**src/rtl/cordic_pkg.sv**
```systemverilog
// Shared defaults, angle constants and result payload for the CORDIC vectoring collector.
package cordic_pkg;

  localparam int unsigned N_DEF     = 31;
  localparam int unsigned M_DEF     = 31;
  localparam int unsigned LAT_DEF   = 17;
  localparam int unsigned DEPTH_DEF = 32;

  // Degrees in 12.20 two's complement
  localparam logic [31:0] ANG_180  = 32'h0B40_0000;
  localparam logic [31:0] ANG_M180 = 32'hF4C0_0000;

  typedef struct packed {
    logic [N_DEF:0] mag;
    logic [M_DEF:0] angle;
  } cordic_res_t;

endpackage

```
**src/rtl/cordic_res_fifo.sv**
```systemverilog
// Synchronous result FIFO; storage is not reset, only pointers and count.
module cordic_res_fifo #(
  parameter int unsigned WIDTH = 64,
  parameter int unsigned DEPTH = 32
) (
  input  logic                     clk,
  input  logic                     rst,
  input  logic                     push,
  input  logic [WIDTH-1:0]         wdata,
  input  logic                     pop,
  output logic [WIDTH-1:0]         rdata,
  output logic                     full,
  output logic                     empty,
  output logic [$clog2(DEPTH):0]   count
);

  localparam int unsigned AW = $clog2(DEPTH);

  logic [WIDTH-1:0] mem [DEPTH];
  logic [AW-1:0]    wr_ptr;
  logic [AW-1:0]    rd_ptr;
  logic             do_pop_c;

  assign do_pop_c = pop & ~empty;
  assign full     = (count == (AW+1)'(DEPTH));
  assign empty    = (count == '0);
  assign rdata    = mem[rd_ptr];

  always_ff @(posedge clk) begin
    if (push) mem[wr_ptr] <= wdata;
  end

  // Pointers wrap naturally since DEPTH is a power of two
  always_ff @(posedge clk or negedge rst) begin
    if (!rst) begin
      wr_ptr <= '0;
      rd_ptr <= '0;
      count  <= '0;
    end else begin
      if (push)     wr_ptr <= wr_ptr + AW'(1);
      if (do_pop_c) rd_ptr <= rd_ptr + AW'(1);
      case ({push, do_pop_c})
        2'b10:   count <= count + (AW+1)'(1);
        2'b01:   count <= count - (AW+1)'(1);
        default: ;
      endcase
    end
  end

  ast_no_overflow: assert property (@(posedge clk) disable iff (!rst) !(push && full));

endmodule

```
**src/rtl/cordic_vec_collect.sv**
```systemverilog
// Tracks samples through the fixed-latency CORDIC core, fixes left-half-plane angles
// and buffers results behind a credit-gated ready/valid interface.
module cordic_vec_collect
  import cordic_pkg::*;
#(
  parameter int unsigned N     = N_DEF,
  parameter int unsigned M     = M_DEF,
  parameter int unsigned LAT   = LAT_DEF,
  parameter int unsigned DEPTH = DEPTH_DEF
) (
  input  logic       clk,
  input  logic       rst,
  input  logic       issue_valid,
  input  logic       issue_x_neg,
  output logic       issue_ready,
  input  logic [N:0] core_xf,
  input  logic [M:0] core_angle,
  output logic       m_valid,
  input  logic       m_ready,
  output logic [N:0] m_mag,
  output logic [M:0] m_angle
);

  localparam int unsigned CW = $clog2(DEPTH) + 1;
  localparam int unsigned W  = N + M + 2;
  localparam logic [M:0] A180  = (M+1)'(ANG_180);
  localparam logic [M:0] AM180 = (M+1)'(ANG_M180);

  logic           accept_c;
  logic [LAT-1:0] dl_v;
  logic [LAT-1:0] dl_neg;
  logic           corr_v;
  logic [N:0]     corr_mag;
  logic [M:0]     corr_ang;
  logic [M:0]     ang_fix_c;
  logic [CW-1:0]  inflight;
  logic [CW-1:0]  fifo_count;
  logic [CW:0]    occ_c;
  logic           fifo_full;
  logic           fifo_empty;
  logic           pop_c;
  logic [W-1:0]   head;
  logic [N:0]     hold_mag;
  logic [M:0]     hold_ang;

  // Credits cover everything in the core, the correction stage and the FIFO
  assign occ_c       = {1'b0, inflight} + {1'b0, fifo_count};
  assign issue_ready = ~fifo_full & (occ_c < (CW+1)'(DEPTH));
  assign accept_c    = issue_valid & issue_ready;
  assign m_valid     = ~fifo_empty;
  assign pop_c       = m_valid & m_ready;

  always_comb begin
    ang_fix_c = core_angle;
    if (dl_neg[LAT-1]) ang_fix_c = (core_angle[M] ? AM180 : A180) - core_angle;
  end

  always_ff @(posedge clk or negedge rst) begin
    if (!rst) begin
      dl_v     <= '0;
      dl_neg   <= '0;
      corr_v   <= 1'b0;
      corr_mag <= '0;
      corr_ang <= '0;
      inflight <= '0;
    end else begin
      dl_v   <= {dl_v[LAT-2:0], accept_c};
      dl_neg <= {dl_neg[LAT-2:0], accept_c & issue_x_neg};
      corr_v <= dl_v[LAT-1];
      if (dl_v[LAT-1]) begin
        corr_mag <= core_xf;
        corr_ang <= ang_fix_c;
      end
      case ({accept_c, corr_v})
        2'b10:   inflight <= inflight + CW'(1);
        2'b01:   inflight <= inflight - CW'(1);
        default: ;
      endcase
    end
  end

  // Last popped entry is shown while the FIFO is empty
  always_ff @(posedge clk or negedge rst) begin
    if (!rst) begin
      hold_mag <= '0;
      hold_ang <= '0;
    end else if (pop_c) begin
      hold_mag <= head[W-1 -: N+1];
      hold_ang <= head[M:0];
    end
  end

  cordic_res_fifo #(
    .WIDTH (W),
    .DEPTH (DEPTH)
  ) u_fifo (
    .clk   (clk),
    .rst   (rst),
    .push  (corr_v),
    .wdata ({corr_mag, corr_ang}),
    .pop   (pop_c),
    .rdata (head),
    .full  (fifo_full),
    .empty (fifo_empty),
    .count (fifo_count)
  );

  assign m_mag   = fifo_empty ? hold_mag : head[W-1 -: N+1];
  assign m_angle = fifo_empty ? hold_ang : head[M:0];

endmodule

```
**config.mk**
```make
export PLATFORM = sky130hd
export DESIGN_NAME = cordic_vec_collect
export DESIGN_NICKNAME = d
export VERILOG_FILES = /design/src/rtl/cordic_pkg.sv /design/src/rtl/cordic_res_fifo.sv /design/src/rtl/cordic_vec_collect.sv
export SDC_FILE = /design/constraint.sdc
export NUM_CORES = 2
export LEC_CHECK = 0
export CELL_PAD_IN_SITES_DETAIL_PLACEMENT = 1
export CELL_PAD_IN_SITES_GLOBAL_PLACEMENT = 2
export CORE_ASPECT_RATIO = 1.1
export CORE_MARGIN = 4
export CORE_UTILIZATION = 44
export CTS_CLUSTER_SIZE = 30
export DETAILED_ROUTE_END_ITERATION = 7
export GPL_TIMING_DRIVEN = 0
export PLACE_DENSITY = 0.75
export SYNTH_ARGS = -nofsm -noshare
export SYNTH_HDL_FRONTEND = slang
export SYNTH_SLANG_ARGS = --single-unit
```
**constraint.sdc**
```tcl
create_clock -name clk -period 4.3 [get_ports clk]
set_clock_uncertainty 0.2 [all_clocks]
set_input_delay 0.645 -clock clk [delete_from_list [all_inputs] [get_ports clk]]
set_output_delay 0.645 -clock clk [all_outputs]
set_load 0.005 [all_outputs]
```
Word level (Yosys, flattened, before mapping)
Memories as Yosys holds them, arrays and structs flattened.
Index checks and enable logic that the tools add are counted.
{"block": "op_classes", "addsub": 8, "multipliers": 0, "div_mod_pow": 0, "order_cmp": 1, "eq_ne": 5, "shift": 0, "mux": 8, "n_bitwise": 7, "reduce_logical": 3}
{"operator": "32-bit two-way mux", "count": 4}
{"operator": "32-bit subtractor", "count": 1}
{"operator": "6-bit case mux with 2 select lines", "count": 2}
{"operator": "6-bit by 1-bit adder with 6-bit output, second input constant", "count": 2}
{"operator": "6-bit by 1-bit subtractor with 6-bit output, second input constant", "count": 2}
{"operator": "5-bit by 1-bit adder with 5-bit output, second input constant", "count": 2}
{"operator": "6-bit by 6-bit adder with 7-bit output", "count": 1}
{"operator": "7-bit by 6-bit < comparator with 1-bit output, second input constant", "count": 1}
{"operator": "6-bit == test, second input constant", "count": 1}
{"operator": "6-bit logical NOT", "count": 1}
{"operator": "1-bit bitwise AND", "count": 5}
{"operator": "2-bit by 1-bit == test with 1-bit output, second input constant", "count": 2}
{"operator": "2-bit == test, second input constant", "count": 2}
{"operator": "2-bit nonzero test", "count": 2}
{"operator": "1-bit two-way mux", "count": 2}
{"operator": "1-bit NOT", "count": 2}
{"block": "word_totals", "regBits": 185, "latchBits": 0, "ram_bits": 2048, "rom_bits": 0, "input_bits": 69, "output_inout_bits": 66, "wordCells": 44, "mem_count": 1}
{"memory": "u_fifo.mem", "depth": 32, "word_bits": 64, "rd": 1, "rd_clocked_by_memory_dff": 0, "write_ports": 1, "line_no": "cordic_res_fifo.sv:19", "rtl": "logic [WIDTH-1:0] mem [DEPTH];"}

Depth between registers and ports, before layout
{"block": "logic_depth", "word_depth": 6, "depth_mapped": 14, "depth_no_buf": 14}

Cells and area by module
Synthesis repeated with hierarchy kept, for this count alone.
{"block": "hier_totals", "cells_unflattened": 4256, "hier_area_um2": 86565.5}
{"mod": "cordic_res_fifo", "n_inst": 1, "cells_per_inst": 3631, "area_each_um2": 78700.5, "seq_area_each_um2": 61899.4}
{"mod": "cordic_vec_collect", "n_inst": 1, "cells_per_inst": 625, "area_each_um2": 7865.0, "seq_area_each_um2": 4229.1}

Least setup slack after synthesis
OpenSTA, ideal clock, no wires.
{"block": "synth_timing", "kind": "register to register", "startpoint": "register u_fifo.wr_ptr[2]", "endpoint": "memory u_fifo.mem[16][0], enable pin", "setup_time_ns": 0.487, "t_arrival_ns": 3.750, "required_ns": 3.613, "setup_slack_ns": -0.137, "path_stages_with_launch": 4, "n_path_buf": 1, "synth_period_minus_slack_ns": 4.437, "path_cell_list": "dfrtp_1 -> clkbuf_1 -> or3b_2 -> nor2_1"}
{"element": "from (decl)", "line_no": "cordic_res_fifo.sv:20", "rtl": "logic [AW-1:0] wr_ptr;"}
{"element": "from (signal assigned)", "line_no": "cordic_res_fifo.sv:40", "rtl": "if (push) wr_ptr <= wr_ptr + AW'(1);"}
{"element": "to (decl)", "line_no": "cordic_res_fifo.sv:19"}
Straight into the memory's write port.

Worst setup path in the final report
{"block": "layout_timing", "startpoint": "register u_fifo.rd_ptr[0]", "endpoint": "output port m_angle[30]"}
{"block": "layout_via", "elab_chain_len": 2}
{"element": "from (decl)", "line_no": "cordic_res_fifo.sv:21", "rtl": "logic [AW-1:0] rd_ptr;"}
{"element": "from (signal assigned)", "line_no": "cordic_res_fifo.sv:41", "rtl": "if (do_pop_c) rd_ptr <= rd_ptr + AW'(1);"}
{"element": "memory 32 x 64 bit"}
{"element": "32-bit two-way mux", "line_no": "cordic_vec_collect.sv:109", "rtl": "assign m_angle = fifo_empty ? hold_ang : head[M:0];"}
{"element": "to (decl)", "line_no": "cordic_vec_collect.sv:21", "rtl": "output logic [M:0] m_angle"}
Every way passes these cells.

==> flow_summary.json <==
{
  "dieArea_um2": 203000,
  "drv_slew": 0,
  "finalPower_w": 0.0805,
  "clockRootBuffer": "clkbuf_16",
  "crit_top_cell": "buf_12",
  "tightest_slew_ps": 1400,
  "critical_path_depth": 12,
  "drive_gt1_share_pct": 33.1,
  "grt_pass1_vias": 49800,
  "final.min_clock_period_ps": 4510,
  "path_cells": "buf_12 > clkbuf_16 > buf_12 > buf_16 > buf_6 > mux4_2 > nor2b_4 > a211oi_2 > a31oi_1 > o211ai_1 > o21ai_2 > buf_2",
  "grt_pass1_wl_um": 394000,
  "power_switching_w": 0.0281,
  "ctsHtreeMaxLevel": 4,
  "core_area_um2": 195000,
  "antenna_found_initial": 22,
  "viasPerCell": 6.17,
  "synth-edff-count": 2048,
  "hpwl_um": 180000,
  "rows": 170,
  "worstSkewPairLatency_ps": 900,
  "netlist_area_um2": 86100,
  "cp.required_ps": 3450,
  "ys_ff_latch": 2233,
  "drv_cap": 0,
  "crit_path_max_fanout": 7,
  "final_common_cell": "edfxtp_1",
  "ys_types": 61,
  "drt_pre_antenna_iters": 6,
  "wl_per_cell_um": 36.7,
  "violations": "negative setup slack",
  "nNetsFinal": 5044,
  "async_flop_share_pct": 8.28,
  "worst-path-buf-inv": 6,
  "ant_nets": 0,
  "p_seq_share_pct": 39.2,
  "syn_avg_cell_area_um2": 20.1,
  "hold_viol": 0,
  "crit_type": "flop to output port",
  "cts_buffers": 222,
  "status": "finished, violations left",
  "clk_pin_slew_ps": 70,
  "track_usage_pct": 27.8,
  "place_congestion": 0.800,
  "cp_slowest_cell": "dfrtp_2",
  "dr.first_iter.drc_count": 6239,
  "p_comb_share_pct": 35.8,
  "syn_nets": 4385,
  "mostFrequentLayoutCells": "edfxtp_1 (2048), mux4_2 (400), mux2i_1 (273)",
  "rsz0062_at_grt": "yes",
  "die_y_um": 472,
  "die_w_um": 430,
  "syn2layout_area_growth_pct": 24.1,
  "vias": 47700,
  "drc": 0,
  "timing.final.ws_setup_ps": -211,
  "hold_class": "input pin to asynchronous set/reset pin",
  "swShare_pct": 34.9,
  "max_stage_delay_ps": 410,
  "endpoint_kind": "output port",
  "cpLargestDelayFamily": "buffers and inverters",
  "clk_path_buf_depth": 3,
  "netlist_instances": 4285,
  "grt_max_degree": 76,
  "p_leak_nw": 35.4,
  "yosys_warnings": 0,
  "grt_remaining_overflow": 0,
  "ir_worst_vdd_mv": 0.459,
  "totalWireLength_um": 283000,
  "rr_worst_depth": 16,
  "holdWs_ps": 41.4,
  "min_period_over_period_pct": 105,
  "maxSlewHeadroom_pct": 6.37,
  "initial_utilization_pct": 44.2,
  "synth-main-ff-cell": "edfxtp_1",
  "clkPwrFrac_pct": 25.0,
  "max_freq_ghz": 0.222,
  "internal_power_w": 0.0524,
  "cts_tree": "built",
  "cp_data_arrival_time_ps": 3670,
  "critPathLaunchType": "flop",
  "pin_count": 135,
  "numPortBuffers": 134,
  "finalSetupViolCount": 46,
  "place_inst": 7103,
  "clkSinkCount": 2233,
  "final_cells": 7732,
  "powerDensity_nw_per_um2": 754,
  "seq_area_frac_synth_pct": 76.8
}
## metal layers
| layer | GRT usage [%] | part of all wire (%) | up-vias |
|---|---|---|---|
| met4 | 13.3 | 5.2 | 0 |
| li1 | - | - | 18900 |
| met3 | 5.58 | 8.3 | 513 |
| met2 | 45.6 | 49 | 2660 |
| met1 | 35.9 | 37 | 25600 |
| met5 | 0 | 0 | - |
## synth_stat cells (all sizes together), types with 4 or more instances
cell / n / area [um^2]
nor2b: 18 / 113
nand2: 192 / 721
mux4: 400 / 9010
nand3: 23 / 115
dfrtp: 185 / 4630
xor2: 25 / 219
a221oi: 12 / 105
clkbuf: 112 / 420
a21o: 10 / 75.1
nor2: 86 / 323
a211oi: 53 / 398
a21oi: 98 / 490
o21ai: 178 / 891
a31oi: 5 / 31.3
nand3b: 9 / 67.6
a22oi: 120 / 901
inv: 31 / 116
nor4: 9 / 62.6
o22ai: 20 / 125
o31ai: 6 / 45.0
or3: 5 / 31.3
edfxtp: 2048 / 61500
mux2i: 289 / 2890
mux2: 45 / 507
o221ai: 47 / 412
a22o: 12 / 105
or4: 5 / 41.3
buf: 132 / 658
xnor2: 18 / 158
o2bb2ai: 22 / 193
nand4: 5 / 31.3
nor3: 4 / 36.3
ha: 29 / 363
## worst paths after layout
| path | slack [ps] | endpoint | startpoint |
|---|---|---|---|
| min in group clk | 140 | dl_neg[11]$_DFF_PN0_ | dl_neg[10]$_DFF_PN0_ |
| min reg2reg | 140 | dl_neg[11]$_DFF_PN0_ | dl_neg[10]$_DFF_PN0_ |
| min | 40 | dl_neg[0]$_DFF_PN0_ | rst |
| max | -210 | m_angle[30] | u_fifo.rd_ptr[0]$_DFFE_PN0P_ |
| max in group asynchronous | 2980 | corr_ang[2]$_DFFE_PN0P_ | rst |
| max reg2reg | 270 | u_fifo.count[5]$_DFFE_PN0P_ | u_fifo.count[1]$_DFFE_PN0P_ |
## sequential cells by signal, indices dropped and copies added, names as in the netlist
signal	count
u_fifo.wr_ptr	5
u_fifo.rd_ptr	5
dl_neg	17
corr_mag	32
hold_ang	32
corr_ang	32
u_fifo.mem	2048
dl_v	17
hold_mag	32
u_fifo.count	6
inflight	6
corr_v	1
## cells by family (layout without fill, tap and decap cells)
family	after synthesis	count (layout)	synth area share, %
AOI/OAI and AO/OA	596	596	4.51
muxes	734	734	14.4
other	0	12	0
and+or+nand+nor	373	373	1.93
buffers and inverters	275	1130	1.39
xor gates and xnor gates	43	43	0.438
adders and majority gates	31	31	0.468
DFF	2233	2233	76.8
## per-stage QoR
step           setup WS [ps]  setup TNS, ps  util (%)  cell area [um^2]
4_1_cts                 -215          -6130      54.4            106000
5_1_grt                 -204          -5610      54.8            107000
6_report                -211          -3420      54.8            107000
3_3_place_gp           -7980       -9701020      46.5             90600
3_5_place_dp           -1190         -58640      47.8             93100
2_1_floorplan           -137         -48890         -             86100
## power groups by stage
stage | logic [W] | clock network, W | registers (W)
6_report | 0.0288 | 0.0201 | 0.0316
5_1_grt | 0.0299 | 0.0213 | 0.0319
4_1_cts | 0.0276 | 0.0203 | 0.0315
3_5_place_dp | 0.0213 | 0 | 0.0320
3_3_place_gp | 0.0207 | 0 | 0.0317
2_1_floorplan | 0.0117 | 0 | 0.0300
## area by class of cell
type,instances,area [um^2]
tap,2580,3230
fill,17000,88100
buffer,240,2740
sequential,2233,66100
multi-input combinational,1777,21300
clock inverter,140,1670
inverter,31,123
timing repair buffer,439,5650
clock buffer,280,5890
antenna,12,30.0
## repair_timing
| action | 4_1_cts | 5_1_grt |
|---|---|---|
| hold endpoints to repair | 185 | 0 |
| endpoints found under the setup margin | 66 | 67 |
| gates resized for setup | 1252 | 136 |
| hold buffers | 1 | 0 |
| cloned | 16 | 0 |
| pin swaps | 180 | 106 |
| setup buffers | 146 | 48 |
(Power assumes the default switching activity.)
